===== src/rtl/keypad_pkg.sv =====
// Shared types and constants for the 4x4 matrix keypad scanner.
package keypad_pkg;

    // Scanner control states.
    typedef enum logic [1:0] {
        IDLE,
        DEBOUNCE,
        PRESSED,
        WAIT_RELEASE
    } state_e;

    // Classification of one complete scan of the matrix.
    typedef enum logic [1:0] {
        NONE,
        KEY,
        MULTI
    } result_e;

    localparam int unsigned ROWS   = 4;
    localparam int unsigned COLS   = 4;
    localparam int unsigned CODE_W = 4;

    // Auto-repeat timing, in full scans.
    localparam int unsigned REPEAT_FIRST = 125;
    localparam int unsigned REPEAT_NEXT  = 25;

    // Hex code for each matrix position, indexed by row*4 + col.
    localparam logic [CODE_W-1:0] KEYMAP [ROWS*COLS] = '{
        4'h1, 4'h2, 4'h3, 4'hA,
        4'h4, 4'h5, 4'h6, 4'hB,
        4'h7, 4'h8, 4'h9, 4'hC,
        4'h0, 4'hF, 4'hE, 4'hD
    };

endpackage


===== src/rtl/keypad_hit_decode.sv =====
// Reduces a full-scan hit vector to a result kind and the hex code of a single key.
module keypad_hit_decode
    import keypad_pkg::*;
(
    input  logic [ROWS*COLS-1:0] hit,
    output result_e              kind_c,
    output logic [CODE_W-1:0]    code_c
);

    logic [4:0] ones;
    logic [3:0] idx;

    // Count set bits and remember the position of the last one seen.
    always_comb begin
        ones   = '0;
        idx    = '0;
        kind_c = NONE;
        code_c = '0;
        for (int i = 0; i < ROWS * COLS; i++) begin
            if (hit[i]) begin
                ones = ones + 5'd1;
                idx  = 4'(i);
            end
        end
        if (ones == 5'd1) begin
            kind_c = KEY;
            code_c = KEYMAP[idx];
        end else if (ones > 5'd1) begin
            kind_c = MULTI;
        end
    end

endmodule


===== src/rtl/keypad_scanner.sv =====
// 4x4 matrix keypad scanner: column drive, row sampling, debounce, ghost
// rejection and a 16-bit hex entry register.
// Optional auto-repeat while a key is held: define KEYPAD_REPEAT_EN.
module keypad_scanner
    import keypad_pkg::*;
#(
    parameter int unsigned SCAN_DIV       = 100_000,
    parameter int unsigned DEBOUNCE_SCANS = 4
) (
    input  logic        clk_100mhz,
    input  logic        reset,
    input  logic [3:0]  row_in,
    output logic [3:0]  col_out,
    output logic        key_valid,
    output logic [3:0]  key_code,
    output logic        key_held,
    output logic [15:0] value
);

    localparam int unsigned DIV_W = (SCAN_DIV > 1) ? $clog2(SCAN_DIV) : 1;
    localparam int unsigned STB_W = $clog2(DEBOUNCE_SCANS + 1);
    localparam logic [DIV_W-1:0] DIV_LAST   = DIV_W'(SCAN_DIV - 1);
    localparam logic [STB_W-1:0] STB_TARGET = STB_W'(DEBOUNCE_SCANS);

    logic [3:0]        row_meta;
    logic [3:0]        row_sync;
    logic [DIV_W-1:0]  dwell;
    logic [1:0]        col_idx;
    logic [15:0]       hit;
    logic              scan_done;
    state_e            state;
    logic [3:0]        candidate;
    logic [STB_W-1:0]  stable;
    result_e           kind;
    logic [3:0]        code;
`ifdef KEYPAD_REPEAT_EN
    logic [6:0]        rep_cnt;
    logic              rep_armed;
`endif

    // Two-flop synchronizer for the asynchronous row inputs; idle rows read high.
    always_ff @(posedge clk_100mhz) begin
        if (reset) begin
            row_meta <= 4'b1111;
            row_sync <= 4'b1111;
        end else begin
            row_meta <= row_in;
            row_sync <= row_meta;
        end
    end

    // Column dwell timing: capture rows at the end of each dwell, then step the column.
    always_ff @(posedge clk_100mhz) begin
        if (reset) begin
            dwell     <= '0;
            col_idx   <= '0;
            col_out   <= 4'b1110;
            hit       <= '0;
            scan_done <= 1'b0;
        end else begin
            scan_done <= 1'b0;
            if (dwell == DIV_LAST) begin
                dwell <= '0;
                for (int r = 0; r < 4; r++) begin
                    hit[{2'(r), col_idx}] <= ~row_sync[r];
                end
                col_idx   <= col_idx + 2'd1;
                col_out   <= {col_out[2:0], col_out[3]};
                scan_done <= (col_idx == 2'd3);
            end else begin
                dwell <= dwell + DIV_W'(1);
            end
        end
    end

    keypad_hit_decode u_decode (
        .hit    (hit),
        .kind_c (kind),
        .code_c (code)
    );

    // Press/release debounce FSM, stepped once per completed scan.
    always_ff @(posedge clk_100mhz) begin
        if (reset) begin
            state     <= IDLE;
            candidate <= '0;
            stable    <= '0;
            key_valid <= 1'b0;
            key_code  <= '0;
            key_held  <= 1'b0;
            value     <= '0;
`ifdef KEYPAD_REPEAT_EN
            rep_cnt   <= '0;
            rep_armed <= 1'b0;
`endif
        end else begin
            key_valid <= 1'b0;
            case (state)
                IDLE: begin
                    if (scan_done && kind == KEY) begin
                        candidate <= code;
                        stable    <= STB_W'(1);
                        state     <= DEBOUNCE;
                    end
                end
                DEBOUNCE: begin
                    if (scan_done) begin
                        if (kind == KEY && code == candidate) begin
                            stable <= stable + STB_W'(1);
                            if ((stable + STB_W'(1)) == STB_TARGET) begin
                                key_valid <= 1'b1;
                                key_code  <= candidate;
                                value     <= {value[11:0], candidate};
                                key_held  <= 1'b1;
                                state     <= PRESSED;
                            end
                        end else if (kind == KEY) begin
                            candidate <= code;
                            stable    <= STB_W'(1);
                        end else begin
                            stable <= '0;
                            state  <= IDLE;
                        end
                    end
                end
                PRESSED: begin
                    stable <= '0;
                    state  <= WAIT_RELEASE;
`ifdef KEYPAD_REPEAT_EN
                    rep_cnt   <= '0;
                    rep_armed <= 1'b0;
`endif
                end
                WAIT_RELEASE: begin
                    if (scan_done) begin
                        if (kind == NONE) begin
                            if ((stable + STB_W'(1)) == STB_TARGET) begin
                                stable   <= '0;
                                key_held <= 1'b0;
                                state    <= IDLE;
                            end else begin
                                stable <= stable + STB_W'(1);
                            end
                        end else begin
                            stable <= '0;
                        end
`ifdef KEYPAD_REPEAT_EN
                        if (kind == KEY && code == candidate) begin
                            if ((rep_cnt + 7'd1) == (rep_armed ? 7'(REPEAT_NEXT) : 7'(REPEAT_FIRST))) begin
                                key_valid <= 1'b1;
                                key_code  <= candidate;
                                value     <= {value[11:0], candidate};
                                rep_cnt   <= '0;
                                rep_armed <= 1'b1;
                            end else begin
                                rep_cnt <= rep_cnt + 7'd1;
                            end
                        end else begin
                            rep_cnt   <= '0;
                            rep_armed <= 1'b0;
                        end
`endif
                    end
                end
                default: state <= IDLE;
            endcase
        end
    end

endmodule


===== config.mk =====
export PLATFORM = sky130hd
export DESIGN_NAME = keypad_scanner
export DESIGN_NICKNAME = d
export VERILOG_FILES = /design/src/rtl/keypad_pkg.sv /design/src/rtl/keypad_hit_decode.sv /design/src/rtl/keypad_scanner.sv
export SDC_FILE = /design/constraint.sdc
export NUM_CORES = 1
export LEC_CHECK = 0
export CAP_MARGIN = 0
export CORE_MARGIN = 2
export CORE_UTILIZATION = 55
export CTS_BUF_LIST = sky130_fd_sc_hd__clkbuf_4
export DETAILED_ROUTE_END_ITERATION = 10
export DONT_BUFFER_PORTS = 1
export PLACE_DENSITY_LB_ADDON = 0.12
export SYNTH_ARGS = -nofsm -noshare
export SYNTH_HDL_FRONTEND = slang
export SYNTH_SLANG_ARGS = --single-unit

===== constraint.sdc =====
create_clock -name clk_100mhz -period 14.21 [get_ports clk_100mhz]
set_input_delay 2.1315 -clock clk_100mhz [delete_from_list [all_inputs] [get_ports clk_100mhz]]
set_output_delay 2.1315 -clock clk_100mhz [all_outputs]
set_load 0.01 [all_outputs]

==> results.py, run 1 <==
metrics = {
    "status": {
        "status": "finished clean",
    },
    "cts": {
        "cts_buffer_depth": 2,
        "cts_tree": "built",
        "insertion_delay_ns": 0.43,
        "cts_max_level": 3,
        "clk_pin_slew_ns": 0.12,
        "cts_hold_buf": 0,
        "cts_buffers": 9,
        "cts_root_buf": "clkbuf_4",
        "cts_setup_buffers": 0,
        "cts-resized-gates": 0,
        "cts.sinks": 75,
    },
    "power": {
        "switching_share": 0.218,
        "internal_power_uw": 268,
        "leakage_uw": 0.00221,
        "p_sw_uw": 74.8,
        "power_density_nw_per_um2": 59.4,
        "ir_drop_mv": 0.0718,
        "combPwrFrac": 0.012,
        "pwr-share-clk": 0.367,
        "pwr-share-seq": 0.621,
    },
    "worst_setup_path": {
        "crit_arrival_ns": 11.99,
        "crit_path_start_kind": "flop",
        "cp_num_buf_inv": 2,
        "slowest_stage": "and4_1",
        "critical_path.max_stage_delay_ns": 0.84,
        "cp_common_cell": "ha_1",
        "worstSetupEndpointType": "flop",
        "path_class": "flop to flop",
        "cp_max_fo": 16,
        "critPathRequiredTime_ns": 14.55,
        "critPathTopFamily": "simple AND/OR/NAND/NOR gates",
    },
    "layout": {
        "layout_common_cells": "97 x nor2_1, 75 x dfxtp_1, 55 x nand2_1",
        "fin_nets": 704,
        "insertedDiodeCount": 0,
        "drive_above_1_share": 0.0742,
        "synthToLayoutAreaGrowth_pct": 1.45,
        "layout_commonest_cell": "nor2_1",
        "fillers": 962,
        "final_util": 0.567,
    },
    "sta": {
        "period_needed_ns": 11.65,
        "maxSlewViolCount": 0,
        "finClkSkew_ns": 0.0177,
        "hold_viol": 0,
        "slew_headroom": 0.404,
        "rsz0062_at_grt": "no",
        "tns_ns": 0,
        "max_freq_ghz": 0.0858,
        "worst_pin_slew_ns": 0.894,
        "setup_viol": 0,
        "period_share": 0.820,
    },
    "drt": {
        "vias": 4785,
        "drt_first_pass_iters": 5,
        "vias_per_cell": 5.91,
        "ant_nets": 0,
        "wl_per_cell_um": 14.7,
        "drt_iter0_drc": 285,
        "wirelength_mm": 11.9,
        "route.detailed.drc": 0,
    },
    "yosys": {
        "synth_seq_cells": 75,
        "syn_nets": 732,
        "synth_top_area_cell": "dfxtp_1",
        "synth_cell_types": 83,
        "synth_top_flop_cell": "dfxtp_1",
        "netlist.area_leader.share": 0.264,
        "synth-edff-count": 0,
        "postSynthAreaPerCell_um2": 8.16,
        "synth_area_leaders": "dfxtp_1 26%, nor2_1 6.4%, ha_1 6.1%",
        "ys_seq_area_frac": 0.264,
        "async_flop_share": 0,
        "yosysWarnings": 0,
        "synthCells": 698,
        "syn_area_um2": 5700,
    },
    "placed_design": {
        "gp_congestion": 0.848,
        "port_buffers": 0,
        "place_hpwl_mm": 8.66,
    },
    "global_route": {
        "grt.total_usage": 0.217,
        "grt_pass1_wl_mm": 20.3,
        "antenna_found_initial": 0,
        "grt_pass1_vias": 4512,
        "overflow": 0,
        "grt_max_degree": 64,
    },
    "floorplanning": {
        "core-area_um2": 10200,
        "fp.dieH_um": 106,
        "ioPinCount": 32,
        "placementRows": 37,
        "dieArea_um2": 11200,
        "die_w_um": 106,
        "start_util": 0.559,
    },
    "hold_path": {
        "hp-class": "flop to flop",
    },
    "flow_run": {
        "maxCapViolations": 0,
    },
}
==> kinds of logic after synthesis <==
kind of cell	Yosys count	synth area share
simple gates	289	0.258
xor+xnor	68	0.127
buf+inv	63	0.0540
flops	75	0.264
mux	31	0.0547
fa+ha+maj	28	0.0615
compound gates	144	0.181
==> flip-flops by register name, indices dropped and copies added (netlist names), named ones only <==
signal     cells
col_out        4
key_valid      1
state          1
dwell         17
col_idx        2
scan_done      1
row_sync       4
key_held       1
candidate      4
hit           16
value         13
row_meta       4
stable         3
key_code       3
==> power by group through the flow <==
stage          Clock, µW  Combinational (µW)  Sequential (µW)
2_1_floorplan          0                5.56              218
3_3_place_gp           0                3.91              218
3_5_place_dp           0                4.14              218
4_1_cts              129                4.14              213
5_1_grt              138                4.57              214
6_report             126                4.09              213
==> worst reg2reg max path: cells and delay by family (launching register included) <==
family,cells,cell delay [ns]
simple gates,15,3.43
compound gates,17,3.28
fa+ha+maj,8,2.73
mux,3,0.68
flops,1,0.42
xor+xnor,4,0.87
buf+inv,2,0.15
==> metrics by stage <==
| stage | setup slack, ns | std cells | instance area, µm² | total power, µW | hold slack [ns] |
|---|---|---|---|---|---|
| 2_1_floorplan | 4.32 | 698 | 5700 | 223 | 0.389 |
| 3_3_place_gp | 3.21 | 795 | 5650 | 222 | 0.392 |
| 3_5_place_dp | 2.68 | 795 | 5650 | 222 | 0.397 |
| 4_1_cts | 2.61 | 810 | 5780 | 347 | 0.425 |
| 5_1_grt | 1.45 | 810 | 5780 | 356 | 0.448 |
| 6_report | 2.56 | 810 | 5780 | 343 | 0.423 |
==> synth_stat cells (4+ instances only) <==
cell type / n
nor2_1: 97
dfxtp_1: 75
nand2_1: 55
a21oi_1: 43
mux2i_1: 30
xnor2_1: 29
ha_1: 28
nand2b_1: 28
xor2_1: 28
clkbuf_1: 24
inv_1: 21
nand3_1: 20
o21ai_0: 18
or2_2: 11
nor2b_1: 10
nor3_1: 10
or3_1: 10
a211o_1: 7
nand4_1: 7
a21o_1: 6
and3_1: 6
and4_1: 6
buf_4: 6
a211oi_1: 5
a31oi_1: 5
o21a_1: 5
or4_1: 5
a22oi_1: 4
buf_6: 4
nor4_1: 4
o22ai_1: 4
==> layout make-up <==
class                   instances  area [µm²]  area share
multi-input cells             560        3890       0.673
flip-flops and latches         75        1500       0.260
well taps                     136         170      0.0294
inverters                      24        90.1      0.0156
clock buffers                  10        75.1      0.0130
clock inverters                 5        55.1     0.00953
==> final timing paths <==
kind	start	end	slack [ns]	cells past startpoint
worst max register to register	hit[1]	value[15]	2.56	49
worst min-delay path	row_meta[0]	row_sync[0]	0.42	1
worst max-delay path	hit[1]	value[15]	2.56	49
worst min register to register	row_meta[0]	row_sync[0]	0.42	1
==> per-layer routing <==
metal  wire length, µm  up-vias  global-route usage
met2              5660      117               0.366
met4               202        0              0.0799
met5                 0        -                   0
met3               446       20              0.0322
met1              5640     2250               0.281
li1                  -     2398                   -
(Power assumes the default switching activity.)
==> inputs of run 2 (changes only) <==
==> constraint.sdc (replaced) <==
create_clock -name clk_100mhz -period 12 [get_ports clk_100mhz]
set_input_delay 1.8 -clock clk_100mhz [delete_from_list [all_inputs] [get_ports clk_100mhz]]
set_output_delay 1.8 -clock clk_100mhz [all_outputs]
set_load 0.01 [all_outputs]
==> results.py, run 2 (synthesis gave the netlist of run 1 again) <==
metrics = {
    "sta": {
        "hold_viol": 0,
        "rsz0062_at_grt": "no",
        "period_needed_ns": 10.96,
        "max_freq_ghz": 0.0913,
        "period_share": 0.913,
        "setup_viol": 0,
        "finClkSkew_ns": 0.0116,
        "maxSlewViolCount": 0,
        "slew_headroom": 0.485,
        "tns_ns": 0,
        "worst_pin_slew_ns": 0.766,
    },
    "floorplanning": {
        "fp.dieH_um": 106,
        "dieArea_um2": 11200,
        "core-area_um2": 10200,
        "placementRows": 37,
        "start_util": 0.559,
        "ioPinCount": 32,
        "die_w_um": 106,
    },
    "power": {
        "p_sw_uw": 90.9,
        "switching_share": 0.233,
        "leakage_uw": 0.00221,
        "pwr-share-clk": 0.339,
        "ir_drop_mv": 0.115,
        "combPwrFrac": 0.012,
        "pwr-share-seq": 0.649,
        "power_density_nw_per_um2": 67.0,
        "internal_power_uw": 299,
    },
    "worst_setup_path": {
        "critPathRequiredTime_ns": 12.35,
        "cp_common_cell": "ha_1",
        "cp_max_fo": 16,
        "critPathTopFamily": "compound AO/OA/AOI/OAI gates",
        "path_class": "flop to flop",
        "critical_path.max_stage_delay_ns": 0.46,
        "reg2reg_slack_ns": 1.04,
        "cp_num_buf_inv": 3,
        "crit_path_start_kind": "flop",
        "crit_arrival_ns": 11.30,
        "slowest_stage": "ha_1",
        "worstSetupEndpointType": "flop",
    },
    "global_route": {
        "overflow": 0,
        "antenna_found_initial": 0,
        "grt_max_degree": 64,
        "grt_pass1_wl_mm": 20.2,
        "grt_pass1_vias": 4439,
        "grt.total_usage": 0.214,
    },
    "status": {
        "status": "finished clean",
    },
    "layout": {
        "largest_reg_flops": 17,
        "synthToLayoutAreaGrowth_pct": 1.98,
        "fin_nets": 706,
        "regMostFlops": "dwell",
        "layout_commonest_cell": "nor2_1",
        "layout_common_cells": "96 x nor2_1, 75 x dfxtp_1, 55 x nand2_1",
        "finalNonFillerCells": 813,
        "drive_above_1_share": 0.0871,
        "insertedDiodeCount": 0,
        "reg_top3": "dwell (17), hit (16), value (13)",
    },
    "drt": {
        "wirelength_mm": 11.7,
        "vias_per_cell": 5.80,
        "vias": 4718,
        "wl_per_cell_um": 14.4,
        "route.detailed.drc": 0,
        "drt_iter0_drc": 248,
        "drt_first_pass_iters": 4,
        "ant_nets": 0,
    },
    "cts": {
        "cts_buffers": 9,
        "insertion_delay_ns": 0.42,
        "cts_root_buf": "clkbuf_4",
        "cts_tree": "built",
        "clk_pin_slew_ns": 0.12,
        "cts.sinks": 75,
        "cts_max_level": 3,
        "cts_buffer_depth": 2,
    },
    "placed_design": {
        "place_inst": 796,
        "place_hpwl_mm": 8.56,
        "port_buffers": 0,
        "gp_congestion": 0.851,
    },
    "hold_path": {
        "hp-class": "flop to flop",
    },
    "flow_run": {
        "maxCapViolations": 0,
    },
}
## run 2: cell types whose count changed in the layout (fill, tap and decap cells not counted), sizes merged
cell | before | now
buf | 0 | 2
bufinv | 1 | 0
clkinv | 4 | 5
clkinvlp | 1 | 2
## run 2: path summary, 6_finish.rpt
kind | startpoint | to | cells after the start
max | hit[1] | key_code[1] | 50
min | row_meta[0] | row_sync[0] | 1
max reg2reg | hit[1] | key_code[1] | 50
min reg2reg | row_meta[0] | row_sync[0] | 1
## run 2: final cells by class
class	count	area [µm²]
tap	136	170
fill	961	4380
clock inverter	6	42.5
multi-input combinational	560	3920
inverter	24	90.1
clock buffer	10	75.1
timing repair buffer	2	15.0
sequential	75	1500
## run 2: routing by layer
layer | global-route usage | wire length [µm]
met5 | 0 | 0
met4 | 0.0658 | 153
met3 | 0.0291 | 426
met2 | 0.355 | 5560
met1 | 0.289 | 5580
## run 2: metrics by stage
stage / hold slack [ns] / util / total power (µW) / setup WS [ns] / instance area, µm²
2_1_floorplan: 0.389 / - / 264 / 2.11 / 5700
3_3_place_gp: 0.391 / 0.555 / 263 / 1.37 / 5660
3_5_place_dp: 0.397 / 0.555 / 263 / 0.914 / 5660
4_1_cts: 0.427 / 0.567 / 396 / 0.835 / 5770
5_1_grt: 0.435 / 0.570 / 406 / 0.0759 / 5810
6_report: 0.423 / 0.570 / 389 / 1.04 / 5810
## run 2: repair_timing
item                                    in CTS  in global routing
gates resized for setup                      0                  6
setup buffers                                0                  1
endpoints found under the setup margin       0                 20
hold buffers                                 0                  0
## run 2: power groups by stage
stage	clock, µW	combinational, µW	sequential (µW)
floorplan	0	6.59	258
global placement	0	4.64	258
detailed placement	0	4.83	258
CTS	138	4.85	253
global route	148	5.67	253
finish	132	4.77	253
